$ cat config.mk
export PLATFORM = sky130hd
export DESIGN_NAME = apb_master_ctrl
export DESIGN_NICKNAME = d
export VERILOG_FILES = /design/src/rtl/apb_master_ctrl.sv
export SDC_FILE = /design/constraint.sdc
export NUM_CORES = 1
export LEC_CHECK = 0
export CAP_MARGIN = 20
export CORE_MARGIN = 5
export CORE_UTILIZATION = 43
export DETAILED_ROUTE_END_ITERATION = 8
export PLACE_DENSITY = 0.85
export SKIP_LAST_GASP = 1
export SYNTH_ARGS = -nofsm -noshare
export SYNTH_HDL_FRONTEND = slang
export SYNTH_SLANG_ARGS = --single-unit
export TNS_END_PERCENT = 50
$ cat constraint.sdc
create_clock -name clk -period 3.3 [get_ports clk]
set_input_delay 0.99 -clock clk [delete_from_list [all_inputs] [get_ports clk]]
set_output_delay 0.99 -clock clk [all_outputs]
set_load 0.01 [all_outputs]
$ cat src/rtl/apb_master_ctrl.sv
// APB master sequencer: pops one command from the request FIFO, runs SETUP/ACCESS,
// pushes one {slverr, rdata} response. Optional ACCESS timeout under `APB_TIMEOUT_EN.
module apb_master_ctrl #(
    parameter int ADDR_W         = 32,
    parameter int DATA_W         = 32,
    parameter int TIMEOUT_CYCLES = 16
) (
    input  logic                                 clk,
    input  logic                                 rst_n,
    input  logic                                 cmd_empty_i,
    output logic                                 cmd_rden_o,
    input  logic [1+ADDR_W+DATA_W/8+DATA_W-1:0]  cmd_rdata_i,
    input  logic                                 rsp_full_i,
    output logic                                 rsp_wren_o,
    output logic [DATA_W:0]                      rsp_wdata_o,
    output logic                                 psel_o,
    output logic                                 penable_o,
    output logic                                 pwrite_o,
    output logic [ADDR_W-1:0]                    paddr_o,
    output logic [DATA_W-1:0]                    pwdata_o,
    output logic [DATA_W/8-1:0]                  pstrb_o,
    input  logic                                 pready_i,
    input  logic [DATA_W-1:0]                    prdata_i,
    input  logic                                 pslverr_i
);

    typedef enum logic [1:0] {S_IDLE, S_SETUP, S_ACCESS, S_RESP_WAIT} state_t;

    state_t                r_state, w_next;
    logic                  r_pwrite;
    logic [ADDR_W-1:0]     r_paddr;
    logic [DATA_W-1:0]     r_pwdata;
    logic [DATA_W/8-1:0]   r_pstrb;
    logic [DATA_W:0]       r_rsp;
    logic [DATA_W:0]       w_rsp;
    logic                  w_pop, w_push, w_done, w_timeout;

    logic                  w_cmd_wr;
    logic [ADDR_W-1:0]     w_cmd_addr;
    logic [DATA_W/8-1:0]   w_cmd_strb;
    logic [DATA_W-1:0]     w_cmd_wdata;

    assign {w_cmd_wr, w_cmd_addr, w_cmd_strb, w_cmd_wdata} = cmd_rdata_i;

`ifdef APB_TIMEOUT_EN
    localparam int CNT_W = $clog2(TIMEOUT_CYCLES + 1);
    logic [CNT_W-1:0] r_cnt;

    // Fires on the wait cycle that brings the count up to the limit.
    assign w_timeout = (r_state == S_ACCESS) && !pready_i &&
                       (r_cnt == CNT_W'(TIMEOUT_CYCLES - 1));

    always_ff @(posedge clk) begin
        if (!rst_n)
            r_cnt <= '0;
        else if (r_state == S_SETUP)
            r_cnt <= '0;
        else if (r_state == S_ACCESS && !pready_i)
            r_cnt <= r_cnt + 1'b1;
    end
`else
    assign w_timeout = 1'b0;
`endif

    always_comb begin
        w_next = r_state;
        w_pop  = 1'b0;
        w_push = 1'b0;
        w_done = (r_state == S_ACCESS) && (pready_i || w_timeout);
        // A real PREADY wins over a timeout landing on the same cycle.
        w_rsp  = pready_i ? {pslverr_i, (r_pwrite ? {DATA_W{1'b0}} : prdata_i)}
                          : {1'b1, {DATA_W{1'b0}}};
        case (r_state)
            S_IDLE: begin
                if (!cmd_empty_i) begin
                    w_pop  = 1'b1;
                    w_next = S_SETUP;
                end
            end
            S_SETUP: w_next = S_ACCESS;
            S_ACCESS: begin
                if (w_done) begin
                    if (!rsp_full_i) begin
                        w_push = 1'b1;
                        w_next = S_IDLE;
                    end else begin
                        w_next = S_RESP_WAIT;
                    end
                end
            end
            S_RESP_WAIT: begin
                if (!rsp_full_i) begin
                    w_push = 1'b1;
                    w_next = S_IDLE;
                end
            end
            default: w_next = S_IDLE;
        endcase
    end

    always_ff @(posedge clk) begin
        if (!rst_n) begin
            r_state  <= S_IDLE;
            r_pwrite <= 1'b0;
            r_paddr  <= '0;
            r_pwdata <= '0;
            r_pstrb  <= '0;
            r_rsp    <= '0;
        end else begin
            r_state <= w_next;
            if (w_pop) begin
                r_pwrite <= w_cmd_wr;
                r_paddr  <= w_cmd_addr;
                r_pstrb  <= w_cmd_strb;
                r_pwdata <= w_cmd_wdata;
            end
            if (w_done)
                r_rsp <= w_rsp;
        end
    end

    // Zero-wait completions bypass the response register.
    assign rsp_wdata_o = (r_state == S_ACCESS) ? w_rsp : r_rsp;
    assign cmd_rden_o  = w_pop & rst_n;
    assign rsp_wren_o  = w_push & rst_n;
    assign psel_o      = (r_state == S_SETUP) || (r_state == S_ACCESS);
    assign penable_o   = (r_state == S_ACCESS);
    assign pwrite_o    = r_pwrite;
    assign paddr_o     = r_paddr;
    assign pwdata_o    = r_pwdata;
    assign pstrb_o     = r_pstrb;

endmodule
## Word level (Yosys, flattened, before mapping)

Index checks and enable logic that the tools add are counted.

- Equality and inequality tests: 6
- Mux-type cells: 13
- Bitwise operators: 2
- Reductions and logical operators: 4

Operators by type and width:

| kind | number |
|---|---|
| $mux W33 | 2 |
| $mux W32 | 1 |
| $mux W2 | 4 |
| $pmux W2 S4 | 1 |
| $eq A2 B2 Y1 const B | 2 |
| $mux W1 | 4 |
| $ne A2 B2 Y1 const B | 2 |
| $reduce_and A3 Y1 | 1 |
| $and A1 B1 Y1 | 2 |
| $eq A2 B1 Y1 const B | 1 |
| $logic_not A2 Y1 | 1 |
| $ne A2 B1 Y1 const B | 1 |
| $pmux W1 S2 | 1 |
| $logic_and A1 B1 Y1 | 1 |
| $logic_or A1 B1 Y1 | 1 |

- Flip-flop bits (word level): 104
- Input bits: 107
- Output and inout bits: 106
- Word-level logic and storage cells: 31

## Logic depth before layout (Yosys ltp)

- Word-level depth: 5
- Depth in mapped cells: 8
- Depth with buffers taken out: 5

## Worst setup path after synthesis

No wires, ideal clock.

- Path type: input to output
- Start point: in pready_i
- End point: out rsp_wdata_o[18]
- Arrival: 1622 ps
- Data required time: 2310 ps
- Path slack: 688 ps
- Stages on the path: 5
- Buffers on the path: 2
- Cell sequence: and3b_1 buf_4 buf_6 nand2_1 o21ai_0

- Cells in the longest elaborated chain, start to end: 2

RTL lines:

| element | RTL line | RTL |
|---|---|---|
| from (decl) | 22 | `input logic pready_i,` |
| $mux W33 | 71 | `w_rsp = pready_i ? {pslverr_i, (r_pwrite ? {DATA_W{1'b0}} : prdata_i)}` |
| $mux W33 | 123 | `assign rsp_wdata_o = (r_state == S_ACCESS) ? w_rsp : r_rsp;` |
| to (decl) | 15 | `output logic [DATA_W:0] rsp_wdata_o,` |

Every way passes these cells.

## Final worst setup path

- Start point: in pready_i
- End point: out rsp_wdata_o[20]

The elaborated chain is that of the path after synthesis.

==> results.md <==
* Pint at 0.002272 W
* Placer congestion estimate at 0.7594
* Die Footprint at 12060 um^2
* Total GRT Usage at 21.17%
* DRC at 0
* FF+latch count, synth at 104
* Die Height at 109.8 um
* Slew @ Worst Pin at 0.6986 ns
* Post-CTS Hold Buffers at 0
* WL final at around 13 mm
* Vias/cell at 4.763
* Power Dens Cells at a little under 500 nW/um^2
* Max-slew headroom at 53.42%
* Final period util at 101.1%
* Final setup fails at 15
* Area Overhead vs Synth at 57.10%
* Final WS setup at -0.03519 ns
* First-iteration detailed-routing DRC count at between 150 and 200
* Die Wd at 109.8 um
* DRT Pass-1 Iters at 4
* Post-DR wirelength/cell at 14.87 um
* Ant. Diodes at 0
* Distinct cell type count after synthesis at 25
* Vias in the first global route at 4167
* Clock buffer count from CTS at 9
* Hold path endpoint: r_rsp[2]$_SDFFE_PN0N_
* FMAX at 0.2998 GHz
* Max cap viols at 0
* Startpoint types: input pin
* Worst vdd ir at 389.2 uV
* Failing checks: setup timing
* First-pass GRT wire length at 19.96 mm
* H-tree lvl count at 3
* Vias post-DR at ~4200
* WHS Path Cells at 2
* Seq pwr share at 44.6%
* Worst Setup End Kind: primary output
* Worst-path clk slew at around 0.090 ns
* Top-level I/O count at approximately 210
* YS warnings at 0
* ANT nets after route at 0
* Reg2reg end: paddr_o[8]$_SDFFE_PN0N_
* Layout Nets at 858
* IO Port Bufs at 212
* Overflow after GRT at 0
* Largest net degree at the start of global routing at 78
* Path depth of the worst reg2reg path at 6
* Post-place setup slack at -0.3375 ns
* Pins Over Slew Limit at 0
* Setup Skew at about 0.008 ns
* Sw Ratio at 30.60%
* Register area share after synthesis at about half
* Flop-to-flop setup slack at ~1.4 ns
* WP data arrival at 2.35 ns
* Unrepaired setup endpoints after global routing: yes
* Clk Latency, worst-skew pair at 0.36 ns
* Mapped Area at approximately 4300 um^2
* Crit Path Max Fanout at 16
* Initial antenna violation count at 0
* Run status: finished with violations
* Clk root buf: clkbuf_8
* Clk pwr share at 23.6%
* Hold wc startpoint: r_rsp[2]$_SDFFE_PN0N_
* Worst Path Required at 2.31 ns
* Share of layout cells above drive strength 1 at 8.378%
* Leakage at 2.587 nW
* Syn_nets at roughly 650
* CTS Sinks at roughly 100
* Net switching power at 0.001002 W
* Num rows at 36
* CTS max path bufs at 2
* Worst r2r src: r_state[0]$_SDFFE_PN0P_
* Combinational power share at 31.9%
* Core area at 9729 um^2
* Initial Utilization at around 44%
* Syn_area_per_cell at approximately 8.0 um^2
* Dpl hpwl at a little under 10 mm
* Gate Count Post-Synth at 536
* Kind of critical path: input pin to primary output
* CTS tree: done
* Tightest Hold Check Type: flip-flop to flip-flop
* Min cycle time layout at 3.335 ns
* Final hold slack at 0.4569 ns
* Final Hold Vio Count at 0
[per-stage QoR]
stage	setup TNS, ns	cell area [um^2]	util (%)	std cells	power, W
finish	-0.2574	6730	69.17	885	0.003274
global route	-1.538	6730	69.17	885	0.003474
CTS	-2.085	6756	69.44	884	0.003312
detailed placement	-9.639	6581	67.64	867	0.002554
global placement	-8.870	6581	67.64	867	0.002516
floorplan	0	4284	-	536	0.001973
[flip-flops by register name (all words and copies together) (netlist names)]
| name | cells |
|---|---|
| pwrite_o | 1 |
| r_rsp | 33 |
| pwdata_o | 32 |
| pstrb_o | 4 |
| paddr_o | 32 |
| r_state | 2 |
[Yosys cell counts (all sizes together)]
library cell / number / area (um^2)
nand2: 205 / 772.0
dfxtp: 104 / 2082
a21boi: 102 / 765.7
inv: 34 / 127.6
o21ai: 33 / 165.2
buf: 25 / 165.2
clkbuf: 13 / 48.80
ha: 4 / 50.05
and2: 2 / 12.51
nand3: 2 / 10.01
nor2b: 2 / 12.51
a21oi: 1 / 5.000
a22o: 1 / 8.760
and3b: 1 / 8.760
nand2b: 1 / 6.260
nor3: 1 / 5.000
nor3b: 1 / 7.510
o22a: 1 / 8.760
o22ai: 1 / 6.260
o311a: 1 / 10.01
or2: 1 / 6.260
[critical path, stage by stage]
cell and delay (ns):
clkdlybuf4s50_1 0.48, and3b_2 0.25, buf_12 0.16, nand2_1 0.08, o21ai_0 0.08, dlygate4sd2_1 0.31
[what timing repair did]
action	4_1_cts	5_1_grt
resized for setup	41	44
gates cloned	1	0
pin swaps	1	0
setup buffers	0	1
setup endpoints to repair	34	35
[metal layers]
layer / part of all wire (%) / vias up / global-route usage, %
met5: 0 / - / 0
met4: 1.4 / 0 / 6.768
met3: 11 / 15 / 9.924
met2: 49 / 156 / 36.57
met1: 39 / 1926 / 22.83
li1: - / 2118 / -
[logic make-up (layout without fill, tap and decap cells)]
logic type / count (synthesis) / count (layout) / synth area share, %
buffers and inverters: 72 / 288 / 7.973
adder cells (fa/ha/maj): 4 / 4 / 1.168
flip-flops: 104 / 104 / 48.60
AO/OA/AOI/OAI: 140 / 140 / 22.63
AND/OR/NAND/NOR: 216 / 216 / 19.63
[worst max-delay path by stage]
stage / startpoint / to / slack [ns] / cells past startpoint
detailed placement: pready_i / rsp_wdata_o[21] / -0.34 / 6
CTS: pready_i / rsp_wdata_o[16] / -0.23 / 6
global placement: pready_i / rsp_wdata_o[20] / -0.31 / 6
finish: pready_i / rsp_wdata_o[20] / -0.04 / 6
global route: pready_i / rsp_wdata_o[21] / -0.10 / 6
floorplan: pready_i / rsp_wdata_o[18] / 0.69 / 5
[power by group through the flow]
stage	sequential [W]	clock (W)	combinational, W
after global placement	0.00148	0	0.00104
after detailed placement	0.00149	0	0.00107
after CTS	0.00146	0.000797	0.00106
after global routing	0.00148	0.000858	0.00114
final	0.00146	0.000771	0.00104
after floorplan	0.00153	0	0.000439
[layout make-up]
cell class,count,area (um^2)
Fill cell,800,2999
Timing Repair Buffer,238,2290
Sequential cell,104,2082
Multi-Input combinational cell,360,1876
Tap cell,133,166.4
Clock buffer,11,131.4
Inverter,34,127.6
Clock inverter,5,57.56
[layout by cell type, fill, tap and decap left out, types with 2 or more instances in the layout]
cell and n:
a21boi_0 89, buf_12 4, dlygate4sd2_1 12, and2_1 2, clkbuf_1 2, clkdlybuf4s50_1 178
dfxtp_1 104, buf_2 6, clkbuf_2 12, o21ai_0 32, clkinvlp_4 3, nand3_1 2
buf_4 21, ha_1 4, clkbuf_8 9, a21boi_1 13, inv_1 34, nand2_1 204
dlymetal6s2s_1 3
No activity file was read; power rests on OpenSTA's default activity.
